===== config.mk =====
export PLATFORM = sky130hd
export DESIGN_NAME = display_arbiter_flat
export DESIGN_NICKNAME = d
export VERILOG_FILES = /design/src/rtl/display_arbiter_pkg.sv /design/src/rtl/display_arbiter_if.sv /design/src/rtl/display_arbiter_owner_arb.sv /design/src/rtl/display_arbiter.sv /design/src/flat_wrapper.sv
export SDC_FILE = /design/constraint.sdc
export NUM_CORES = 1
export LEC_CHECK = 0
export CAP_MARGIN = 20
export CELL_PAD_IN_SITES_DETAIL_PLACEMENT = 1
export CELL_PAD_IN_SITES_GLOBAL_PLACEMENT = 2
export CORE_ASPECT_RATIO = 0.6
export CORE_MARGIN = 2
export CORE_UTILIZATION = 16
export CTS_CLUSTER_SIZE = 30
export DETAILED_ROUTE_END_ITERATION = 10
export PLACE_DENSITY_LB_ADDON = 0.12
export SETUP_SLACK_MARGIN = 0.3
export SLEW_MARGIN = 10
export SYNTH_ARGS = -nofsm -noshare
export SYNTH_HDL_FRONTEND = slang
export SYNTH_SLANG_ARGS = --single-unit
export TNS_END_PERCENT = 10

===== constraint.sdc =====
create_clock -name clk -period 2.8 [get_ports clk]
set_clock_uncertainty 0.15 [all_clocks]
set_input_delay 0.7 -clock clk [delete_from_list [all_inputs] [get_ports clk]]
set_output_delay 0.7 -clock clk [all_outputs]
set_load 0.1 [all_outputs]

===== src/rtl/display_arbiter_pkg.sv =====
// Shared constants and types for the display arbiter: digit geometry, owner ids, blank anode code.
package display_arbiter_pkg;

   localparam int unsigned DIGITS  = 8;
   localparam int unsigned BCD_W   = 4;
   localparam int unsigned MAX_REQ = 8;

   typedef logic [2:0] owner_t;
   typedef logic [2:0] idx_t;

   localparam owner_t OWN_CLOCK     = 3'd0;
   localparam owner_t OWN_ALARM     = 3'd1;
   localparam owner_t OWN_STOPWATCH = 3'd2;
   localparam owner_t OWN_SET       = 3'd3;

   localparam logic [DIGITS-1:0] AN_OFF = 8'hFF;

   function automatic logic [DIGITS-1:0] an_sel(idx_t idx);
      return ~(DIGITS'(1) << idx);
   endfunction

endpackage


===== src/rtl/display_arbiter_if.sv =====
// Requester/display bundle between the mode logic, the arbiter and the seven-segment driver.
interface display_arbiter_if #(
   parameter int unsigned N_REQ = 4
);
   logic                 scan_tick;
   logic                 blink_tick;
   logic [2:0]           mode_sel;
   logic [N_REQ-1:0]     req;
   logic [N_REQ-1:0]     urgent;
   logic [N_REQ*32-1:0]  frame_data;
   logic [N_REQ*8-1:0]   dot_mask;
   logic [N_REQ*8-1:0]   blink_mask;
   logic [N_REQ-1:0]     grant;
   logic [7:0]           digit_an;
   logic [3:0]           digit_bcd;
   logic                 digit_dp;
   logic                 frame_start;

   modport master (
      output scan_tick, blink_tick, mode_sel, req, urgent, frame_data, dot_mask, blink_mask,
      input  grant, digit_an, digit_bcd, digit_dp, frame_start
   );

   modport slave (
      input  scan_tick, blink_tick, mode_sel, req, urgent, frame_data, dot_mask, blink_mask,
      output grant, digit_an, digit_bcd, digit_dp, frame_start
   );
endinterface


===== src/rtl/display_arbiter_owner_arb.sv =====
// Display owner selection: urgent priority, dwell-based hold, user selection, one-hot grant.
module display_arbiter_owner_arb
   import display_arbiter_pkg::*;
#(
   parameter int unsigned N_REQ       = 4,
   parameter int unsigned HOLD_FRAMES = 4
) (
   input  logic             clk,
   input  logic             rst_n,
   input  logic             eval,
   input  logic [2:0]       mode_sel,
   input  logic [N_REQ-1:0] req,
   input  logic [N_REQ-1:0] urgent,
   output owner_t           owner_nxt,
   output logic             change,
   output logic [N_REQ-1:0] grant
);

   localparam int unsigned DW = (HOLD_FRAMES < 1) ? 1 : $clog2(HOLD_FRAMES + 1);
   localparam logic [DW-1:0] HOLD = DW'(HOLD_FRAMES);

   owner_t           owner_q;
   owner_t           pick;
   logic             urg_hit;
   logic [DW-1:0]    dwell_q, dwell_d;
   logic [N_REQ-1:0] grant_q, grant_d;

   always_comb begin
      pick    = owner_q;
      urg_hit = 1'b0;
      // Descending scan so the lowest-index urgent bit is the last writer.
      for (int i = N_REQ - 1; i >= 0; i--) begin
         if (urgent[i]) begin
            pick    = owner_t'(i);
            urg_hit = 1'b1;
         end
      end
      if (!urg_hit && dwell_q >= HOLD) begin
         pick = OWN_CLOCK;
         for (int i = 0; i < N_REQ; i++) begin
            if (mode_sel == owner_t'(i) && req[i]) pick = owner_t'(i);
         end
      end
   end

   always_comb begin
      owner_nxt = eval ? pick : owner_q;
      change    = eval && (pick != owner_q);
      grant_d   = eval ? (N_REQ'(1) << pick) : grant_q;
      dwell_d   = dwell_q;
      if (eval) begin
         if (change)              dwell_d = '0;
         else if (dwell_q < HOLD) dwell_d = dwell_q + DW'(1);
      end
   end

   always_ff @(posedge clk or negedge rst_n) begin
      if (!rst_n) begin
         owner_q <= OWN_CLOCK;
         dwell_q <= '0;
         grant_q <= N_REQ'(1);
      end else begin
         owner_q <= owner_nxt;
         dwell_q <= dwell_d;
         grant_q <= grant_d;
      end
   end

   assign grant = grant_q;

endmodule


===== src/rtl/display_arbiter.sv =====
// Shares one 8-digit display among requesters: scan, blink, decimal points, registered outputs.
// Optional DISP_DIM_EN adds a dim_level input that PWM-blanks the anodes.
module display_arbiter
   import display_arbiter_pkg::*;
#(
   parameter int unsigned N_REQ       = 4,
   parameter int unsigned HOLD_FRAMES = 4
) (
   input  logic clk,
   input  logic rst_n,
`ifdef DISP_DIM_EN
   input  logic [2:0] dim_level,
`endif
   display_arbiter_if.slave bus
);

   idx_t              idx_q, idx_use;
   logic              wrap;
   logic              change;
   owner_t            owner_nxt;
   logic              phase_q, phase_d;
   logic              live_q;
   logic [31:0]       fd_sel;
   logic [DIGITS-1:0] dm_sel, bm_sel;
   logic [DIGITS-1:0] an_nxt, an_q;
   logic [BCD_W-1:0]  bcd_q;
   logic              dp_q, fs_q;

   assign wrap = bus.scan_tick && (idx_q == idx_t'(DIGITS - 1));

   display_arbiter_owner_arb #(
      .N_REQ       (N_REQ),
      .HOLD_FRAMES (HOLD_FRAMES)
   ) u_owner_arb (
      .clk       (clk),
      .rst_n     (rst_n),
      .eval      (wrap),
      .mode_sel  (bus.mode_sel),
      .req       (bus.req),
      .urgent    (bus.urgent),
      .owner_nxt (owner_nxt),
      .change    (change),
      .grant     (bus.grant)
   );

   // Select using the post-arbitration owner so digit 0 of a new frame shows the new owner.
   always_comb begin
      fd_sel = '0;
      dm_sel = '0;
      bm_sel = '0;
      for (int i = 0; i < N_REQ; i++) begin
         if (owner_nxt == owner_t'(i)) begin
            fd_sel = bus.frame_data[i*32 +: 32];
            dm_sel = bus.dot_mask[i*8 +: 8];
            bm_sel = bus.blink_mask[i*8 +: 8];
         end
      end
   end

   always_comb begin
      idx_use = bus.scan_tick ? idx_q + idx_t'(1) : idx_q;
      phase_d = change ? 1'b0 : (phase_q ^ bus.blink_tick);
      an_nxt  = (phase_d && bm_sel[idx_use]) ? AN_OFF : an_sel(idx_use);
   end

   always_ff @(posedge clk or negedge rst_n) begin
      if (!rst_n) begin
         idx_q   <= '0;
         phase_q <= 1'b0;
         live_q  <= 1'b0;
         an_q    <= AN_OFF;
         bcd_q   <= '0;
         dp_q    <= 1'b0;
         fs_q    <= 1'b0;
      end else begin
         idx_q   <= idx_use;
         phase_q <= phase_d;
         fs_q    <= wrap;
         if (bus.scan_tick) begin
            bcd_q  <= fd_sel[{idx_use, 2'b00} +: BCD_W];
            dp_q   <= dm_sel[idx_use];
            live_q <= 1'b1;
         end
         // Blink edges re-evaluate the lit digit, but never light the display before the first scan.
         if (bus.scan_tick || (bus.blink_tick && live_q)) an_q <= an_nxt;
      end
   end

`ifdef DISP_DIM_EN
   logic [2:0] cnt_q;

   always_ff @(posedge clk or negedge rst_n) begin
      if (!rst_n) cnt_q <= '0;
      else        cnt_q <= cnt_q + 3'd1;
   end

   assign bus.digit_an = (cnt_q > dim_level) ? AN_OFF : an_q;
`else
   assign bus.digit_an = an_q;
`endif

   assign bus.digit_bcd   = bcd_q;
   assign bus.digit_dp    = dp_q;
   assign bus.frame_start = fs_q;

endmodule


===== src/flat_wrapper.sv =====
// flat-port wrapper written by rule: the top's interface ports become plain ports
module display_arbiter_flat import display_arbiter_pkg::*;
#(
   parameter int unsigned N_REQ       = 4,
   parameter int unsigned HOLD_FRAMES = 4
)
  (clk, rst_n, bus_scan_tick, bus_blink_tick, bus_mode_sel, bus_req, bus_urgent, bus_frame_data, bus_dot_mask, bus_blink_mask, bus_grant, bus_digit_an, bus_digit_bcd, bus_digit_dp, bus_frame_start);
  display_arbiter_if #(.N_REQ(N_REQ)) bus_i ();
  input  logic clk;
  input  logic rst_n;
  input wire logic [$bits(bus_i.scan_tick)-1:0] bus_scan_tick;
  input wire logic [$bits(bus_i.blink_tick)-1:0] bus_blink_tick;
  input wire logic [$bits(bus_i.mode_sel)-1:0] bus_mode_sel;
  input wire logic [$bits(bus_i.req)-1:0] bus_req;
  input wire logic [$bits(bus_i.urgent)-1:0] bus_urgent;
  input wire logic [$bits(bus_i.frame_data)-1:0] bus_frame_data;
  input wire logic [$bits(bus_i.dot_mask)-1:0] bus_dot_mask;
  input wire logic [$bits(bus_i.blink_mask)-1:0] bus_blink_mask;
  output wire logic [$bits(bus_i.grant)-1:0] bus_grant;
  output wire logic [$bits(bus_i.digit_an)-1:0] bus_digit_an;
  output wire logic [$bits(bus_i.digit_bcd)-1:0] bus_digit_bcd;
  output wire logic [$bits(bus_i.digit_dp)-1:0] bus_digit_dp;
  output wire logic [$bits(bus_i.frame_start)-1:0] bus_frame_start;
  assign bus_i.scan_tick = bus_scan_tick;
  assign bus_i.blink_tick = bus_blink_tick;
  assign bus_i.mode_sel = bus_mode_sel;
  assign bus_i.req = bus_req;
  assign bus_i.urgent = bus_urgent;
  assign bus_i.frame_data = bus_frame_data;
  assign bus_i.dot_mask = bus_dot_mask;
  assign bus_i.blink_mask = bus_blink_mask;
  assign bus_grant = bus_i.grant;
  assign bus_digit_an = bus_i.digit_an;
  assign bus_digit_bcd = bus_i.digit_bcd;
  assign bus_digit_dp = bus_i.digit_dp;
  assign bus_frame_start = bus_i.frame_start;
  display_arbiter #(.N_REQ(N_REQ), .HOLD_FRAMES(HOLD_FRAMES)) u_core (.clk(clk), .rst_n(rst_n), .bus(bus_i));
endmodule

# After elaboration in Yosys (flattened, before gate mapping)
# Index checks and enable logic that the tools add are counted.
[classes]
add_sub_neg = 2
order_cmp = 3
n_eq_ne = 8
shifts = 3
muxes = 34
bitwise_logic = 2
n_reduce_logical = 13
[ops]
columns = ["cell", "count"]
rows = [
  ["2-to-1 mux 32 bit", 4],
  ["2-to-1 mux 8 bit", 9],
  ["2-to-1 mux 3 bit", 11],
  ["variable part select 32 x 6 -> 4 bit", 1],
  ["equality test 3 x 2 -> 1 bit (second input constant)", 4],
  ["logical AND 1 bit", 8],
  ["2-to-1 mux 1 bit", 8],
  ["NOT 8 bit", 1],
  ["left shift 1 x 3 -> 8 bit (first input constant)", 1],
  ["adder 3 x 1 -> 3 bit (second input constant)", 2],
  ["binary-select mux 1 bit (select 3 bit)", 2],
  ["equality test 3 x 1 -> 1 bit (second input constant)", 2],
  ["< comparator 3 x 4 -> 1 bit (second input constant)", 1],
  ["left shift 1 x 3 -> 4 bit (first input constant)", 1],
  ["equality test 3 bit (second input constant)", 1],
  [">= comparator 3 bit (second input constant)", 1],
  ["zero test 3 bit", 1],
  ["< comparator 3 bit (second input constant)", 1],
  ["inequality test 3 bit", 1],
  ["AND reduction 2 bit", 1],
  ["nonzero test 2 bit", 1],
  ["zero test 1 bit", 1],
  ["logical OR 1 bit", 1],
  ["XOR 1 bit", 1],
]
[totals]
regBits = 29
input_bits = 207
out_inout_bits = 18
wordCells = 75

# Logic depth before layout (Yosys ltp)
[depth]
depth_word = 17
depth_mapped = 14
ltp_nobuf = 12

# Cells and area by module
# A second synthesis with hierarchy kept.
[unflattened]
hier_cells = 377
hier_area_um2 = 3342.0
[modules_own_cells]
columns = ["module", "instances", "cells_each", "area_each_um2", "seq_area_each_um2"]
rows = [
  ["display_arbiter", 1, 315, 2706.3, 485.5],
  ["display_arbiter_owner_arb", 1, 62, 635.6, 251.5],
]

# Least setup slack after synthesis
# OpenSTA, ideal clock, no wires.
[synth_timing]
path_type = "input to register"
startpoint = "in bus_urgent[3]"
endpoint = "reg u_core.bcd_q[0], in the netlist u_core.bus.digit_bcd[0]"
setup_time_ps = 129
t_arrival_ps = 2859
required_time_ps = 2521
setup_slack_ps = -338
cell_stages = 9
n_path_buf = 0
path_cell_list = "or4_4 -> nor4_4 -> o31ai_4 -> clkinv_2 -> mux4_2 -> a22oi_1 -> o221ai_1 -> a211oi_1 -> a211oi_1"
[synth_between]
elab_chain_len = 14
word_cells_on_any_way = 21
cone_classes = "eq/ne: 3; shift: 1; mux: 14; reduce/logical: 3"
[synth_lines]
columns = ["element", "line", "source"]
rows = [
  ["start, declared", "flat_wrapper.sv:15", "input wire logic [$bits(bus_i.urgent)-1:0] bus_urgent;"],
  ["2-to-1 mux 1 bit (4 in series)", "display_arbiter_owner_arb.sv:33", "if (urgent[i]) begin"],
  ["zero test 1 bit", "display_arbiter_owner_arb.sv:38", "if (!urg_hit && dwell_q >= HOLD) begin"],
  ["logical AND 1 bit", "display_arbiter_owner_arb.sv:38", ""],
  ["2-to-1 mux 3 bit (*)", "display_arbiter_owner_arb.sv:38", ""],
  ["2-to-1 mux 3 bit (*)", "display_arbiter_owner_arb.sv:47", "owner_nxt = eval ? pick : owner_q;"],
  ["zero test 3 bit", "display_arbiter.sv:52", "if (owner_nxt == owner_t'(i)) begin"],
  ["2-to-1 mux 32 bit (3 in series)", "display_arbiter.sv:52", ""],
  ["2-to-1 mux 32 bit (*)", "display_arbiter.sv:52", ""],
  ["variable part select 32 x 6 -> 4 bit (*)", "display_arbiter.sv:80", "bcd_q <= fd_sel[{idx_use, 2'b00} +: BCD_W];"],
  ["end signal, assigned", "display_arbiter.sv:80", ""],
  ["end, declared", "display_arbiter.sv:26", "logic [BCD_W-1:0] bcd_q;"],
]
# Mark *: on every way between the ends. The rest lies on a longest branch, timed or not.
# A chain may end at the register's enable or synchronous reset.

# Final worst setup path
[layout_timing]
startpoint = "in bus_urgent[0]"
endpoint = "reg u_core.bcd_q[0], in the netlist u_core.bus.digit_bcd[0]"
[layout_between]
elab_chain_len = 11
word_cells_on_any_way = 15
cone_classes = "eq/ne: 3; shift: 1; mux: 8; reduce/logical: 3"
[layout_lines]
columns = ["element", "line"]
rows = [
  ["2-to-1 mux 1 bit", "display_arbiter_owner_arb.sv:33"],
  ["zero test 1 bit", "display_arbiter_owner_arb.sv:38"],
  ["logical AND 1 bit", "display_arbiter_owner_arb.sv:38"],
  ["2-to-1 mux 3 bit (*)", "display_arbiter_owner_arb.sv:38"],
  ["2-to-1 mux 3 bit (*)", "display_arbiter_owner_arb.sv:47"],
  ["zero test 3 bit", "display_arbiter.sv:52"],
  ["2-to-1 mux 32 bit (3 in series)", "display_arbiter.sv:52"],
  ["2-to-1 mux 32 bit (*)", "display_arbiter.sv:52"],
  ["variable part select 32 x 6 -> 4 bit (*)", "display_arbiter.sv:80"],
]
# Marks and branches as above.

==> out/metrics.csv <==
stage,metric,value,unit
outcome,result of the run,"finished, violations left",
outcome,failing checks,setup timing,
die,number of primary I/O pins,225,
logic_synthesis,Netlist cell types,58,
logic_synthesis,post-synthesis register bit count,29,
die,die height,116.0,um
cts,number of H-tree branching levels,2,
sta,minimum clock period after layout,3100,ps
detailed_routing,WL per Instance,19.87,um
power,power density relative to cell area,1008,nW/um2
logic_synthesis,area of the mapped netlist,3344,um2
sta,final number of max-transition violations,0,
job,number of violations of the max-capacitance limit,0,
worst_setup_path,crit-path cells,"buf_6, or4_4, nor4_4, buf_4, o31ai_4, inv_4, mux4_2, a22oi_2, o221ai_2, a211oi_2, a211oi_1",
die,effective utilization at floorplan,0.1650,
detailed_routing,number of optimization iterations in the first detailed-route pass,4,
sta,worst slew margin relative to its limit,0.6549,
sta,final-report setup violation count,13,
cts,count of clock tree sinks,29,
cts,source-to-sink clock delay at the later pin of the worst-skew pair,280,ps
cts,hold-fix buffer count after cts,0,
die,area of the placeable core,20270,um2
logic_synthesis,Synth top cells by count,"127 x sky130_fd_sc_hd__nand2_1, 50 x sky130_fd_sc_hd__nand3_1, 43 x sky130_fd_sc_hd__mux2i_1",
die,number of placement rows,40,
worst_setup_path,worst endpoint required time,2810,ps
logic_synthesis,average cell area after synthesis,6.997,um2
global_route,initial antenna violation count,0,
placement,PortBufs,223,
die,die area,22110,um2
layout,area growth from synthesis to final layout,103.4,%
layout,share of final-layout standard cells stronger than drive strength 1,0.2203,
power,Sw Share,0.5300,
detailed_routing,DRT iter0 DRCs,207,
sta,total negative slack,-2381,ps
worst_setup_path,"Buf+Inv Stages, Crit Path",3,
placement,Final HPWL DP,16940,um
worst_setup_path,crit path max fanout,4,
detailed_routing,post-detailed-route count of antenna-violating nets,0,
placement,# placed instances,1020,
global_route,global-route usage over all layers,0.1809,
detailed_routing,vias per std cell,4.537,
power,logic gate share of total power,0.797,
cts,Root Buffer,sky130_fd_sc_hd__clkbuf_16,
placement,post-placement setup slack,-994.3,ps
sta,Final Hold Fails,0,
die,Die X,190.7,um
global_route,maximum number of pins on one net before global-route repair,41,
detailed_routing,DRC violation count after routing,0,
worst_setup_path,"Largest stage delay, worst path",570,ps
power,relative contribution of sequential cells to total power,0.109,
logic_synthesis,library cell with the highest instance count after synthesis,sky130_fd_sc_hd__nand2_1,
logic_synthesis,number of enable flip-flop cells after synthesis,0,
logic_synthesis,post-synthesis cell count,478,
power,Power Internal,3.221,mW
logic_synthesis,Yosys Warn Count,0,
sta,FMAX,0.3226,GHz
logic_synthesis,top flip-flop cell by instance count after synthesis,sky130_fd_sc_hd__dfrtp_1,
logic_synthesis,area share of the largest cell type after synthesis,0.1496,
min_path,Tightest Hold Check Type,reg -> reg,
power,cell leakage power,2.771,nW
logic_synthesis,most area-hungry cell type in the Yosys netlist,sky130_fd_sc_hd__dfrtp_1,
layout,final non-filler cell total,1033,
cts,Clock Path Buffers,2,
power,clock share of power,0.094,
worst_setup_path,CP max-delay cell,sky130_fd_sc_hd__or4_4,
cts,CTS tree,yes,
placement,instance area at placement,6380,um2
worst_setup_path,startpoint class of the critical path,primary input,
sta,portion of the clock cycle consumed by the worst path in the final layout,1.107,
worst_setup_path,Worst path top cell family by delay,simple AND/OR/NAND/NOR gates,
layout,Post-Route Utilization,0.3356,
worst_setup_path,classification of the worst setup path,in -> reg,
placement,Placer Congestion,0.8409,
cts,total CTS buffers,5,
logic_synthesis,share of synthesized area occupied by flip-flops and latches,0.2204,
worst_setup_path,kind of end point of the critical path,register,
global_route,vias in the first global route,4973,
sta,worst hold slack after final layout,328.6,ps
sta,Least-Margin Pin Slew,512.2,ps
layout,count of filler cells inserted in the layout,2435,
sta,slack of the critical path,-300.0,ps
detailed_routing,total wire length,20530,um
power,Peak supply drop,0.0004320,V
power,switching component of the power,3.632,mW
power,post-route total power,6.853,mW
sta,setup repair after global routing missed its margin,true,
logic_synthesis,async set or reset register ratio after synthesis,1.000,
layout,area of all placed cells without fillers,6802,um2
worst_setup_path,data arrival time of the critical path,3110,ps
detailed_routing,overall via count from detail_route,4687,
cts,clock slew seen by the registers of the worst setup and hold paths,60,ps
global_route,global-route congestion overflow total,0,
layout,Layout Nets,967,
logic_synthesis,cell types occupying the most area after synthesis,"sky130_fd_sc_hd__dfrtp_1 15%, sky130_fd_sc_hd__nand2_1 14%, sky130_fd_sc_hd__mux2i_1 13%",
logic_synthesis,post-synth net total,688,
global_route,first-pass GRT wire length,30220,um
## flip-flops by register name, indices dropped and copies added, names as in the netlist
register                    cells
u_core.bus.digit_an             8
u_core.bus.digit_bcd            4
u_core.bus.digit_dp             1
u_core.bus.frame_start          1
u_core.idx_q                    3
u_core.live_q                   1
u_core.phase_q                  1
u_core.u_owner_arb.dwell_q      3
u_core.u_owner_arb.grant        4
u_core.u_owner_arb.owner_q      3
## worst register-to-register path, stage by stage, from the launching register on
cell,delay [ps]
sky130_fd_sc_hd__dfrtp_1,380
sky130_fd_sc_hd__ha_1,230
sky130_fd_sc_hd__ha_2,210
sky130_fd_sc_hd__nand2_4,130
sky130_fd_sc_hd__clkinvlp_4,120
sky130_fd_sc_hd__a211oi_4,270
sky130_fd_sc_hd__nand2_4,150
sky130_fd_sc_hd__inv_6,120
sky130_fd_sc_hd__buf_6,130
sky130_fd_sc_hd__a21oi_1,80
sky130_fd_sc_hd__a22oi_2,160
sky130_fd_sc_hd__o211ai_1,130
sky130_fd_sc_hd__o31a_1,420
sky130_fd_sc_hd__a21oi_1,170
## power by group through the flow
stage / registers [mW] / logic, mW / clock network [mW]
after floorplan: 1.54 / 2.24 / 0
after global placement: 0.746 / 5.02 / 0
after detailed placement: 0.751 / 5.10 / 0
after CTS: 0.750 / 5.45 / 0.660
after global routing: 0.775 / 5.88 / 0.682
final: 0.747 / 5.46 / 0.646
## cell usage in the layout (no fill, tap or decap), types with 5 or more instances in the layout
| cell type | n |
|---|---|
| sky130_fd_sc_hd__nand2_1 | 125 |
| sky130_fd_sc_hd__nand4_1 | 7 |
| sky130_fd_sc_hd__dfrtp_1 | 20 |
| sky130_fd_sc_hd__a31oi_1 | 17 |
| sky130_fd_sc_hd__a21oi_1 | 29 |
| sky130_fd_sc_hd__o21ai_0 | 15 |
| sky130_fd_sc_hd__a22oi_2 | 5 |
| sky130_fd_sc_hd__clkdlybuf4s50_1 | 195 |
| sky130_fd_sc_hd__dfstp_2 | 9 |
| sky130_fd_sc_hd__clkbuf_16 | 5 |
| sky130_fd_sc_hd__dlygate4sd2_1 | 6 |
| sky130_fd_sc_hd__mux2i_1 | 42 |
| sky130_fd_sc_hd__nand3_1 | 49 |
| sky130_fd_sc_hd__buf_12 | 8 |
| sky130_fd_sc_hd__buf_4 | 87 |
| sky130_fd_sc_hd__nor2_1 | 30 |
## final timing paths
path	startpoint	cells past startpoint	slack, ps	endpoint
min reg2reg	u_core.live_q	1	330	u_core.live_q
max reg2reg	u_core.idx_q[0]	13	-130	u_core.bus.digit_an[0]
max	bus_urgent[0]	11	-300	u_core.bus.digit_bcd[0]
min in group asynchronous	rst_n	2	690	u_core.live_q
max in group asynchronous	rst_n	2	1470	u_core.u_owner_arb.grant[0]
min	u_core.live_q	1	330	u_core.live_q
## routing by layer
metal | track usage | vias to the layer above | routed length, um
met5 | 0 | - | 0
met4 | 0.01189 | 0 | 46
met3 | 0.03634 | 2 | 1281
met2 | 0.2672 | 148 | 8403
met1 | 0.2785 | 2241 | 10800
li1 | - | 2296 | -
## timing repair
item | 4_1_cts | 5_1_grt
setup endpoints to repair | 22 | 17
cloned | 0 | 0
setup buffers | 3 | 0
pin swaps | 24 | 5
hold endpoints to repair | 0 | 0
resized for setup | 63 | 9
## cell type report
cell class,instances,area (um2),area share
diodes,2,5.005,0.0007358
repair buffers,303,2884,0.4240
inverters,7,37.54,0.005519
clock buffers,7,142.6,0.02097
well taps,273,341.6,0.05022
flip-flops and latches,29,737.0,0.1084
multi-input cells,411,2624,0.3858
clock inverters,1,30.03,0.004415
## cells by family after synthesis
logic type / count (synthesis) / share of synthesized area
muxes: 49 / 0.1556
and+or+nand+nor: 241 / 0.3210
buffers and inverters: 38 / 0.05200
adders and majority gates: 3 / 0.01122
DFF: 29 / 0.2204
AOI/OAI and AO/OA: 115 / 0.2320
xor gates and xnor gates: 3 / 0.007858
Power figures use the tool's default switching activity.
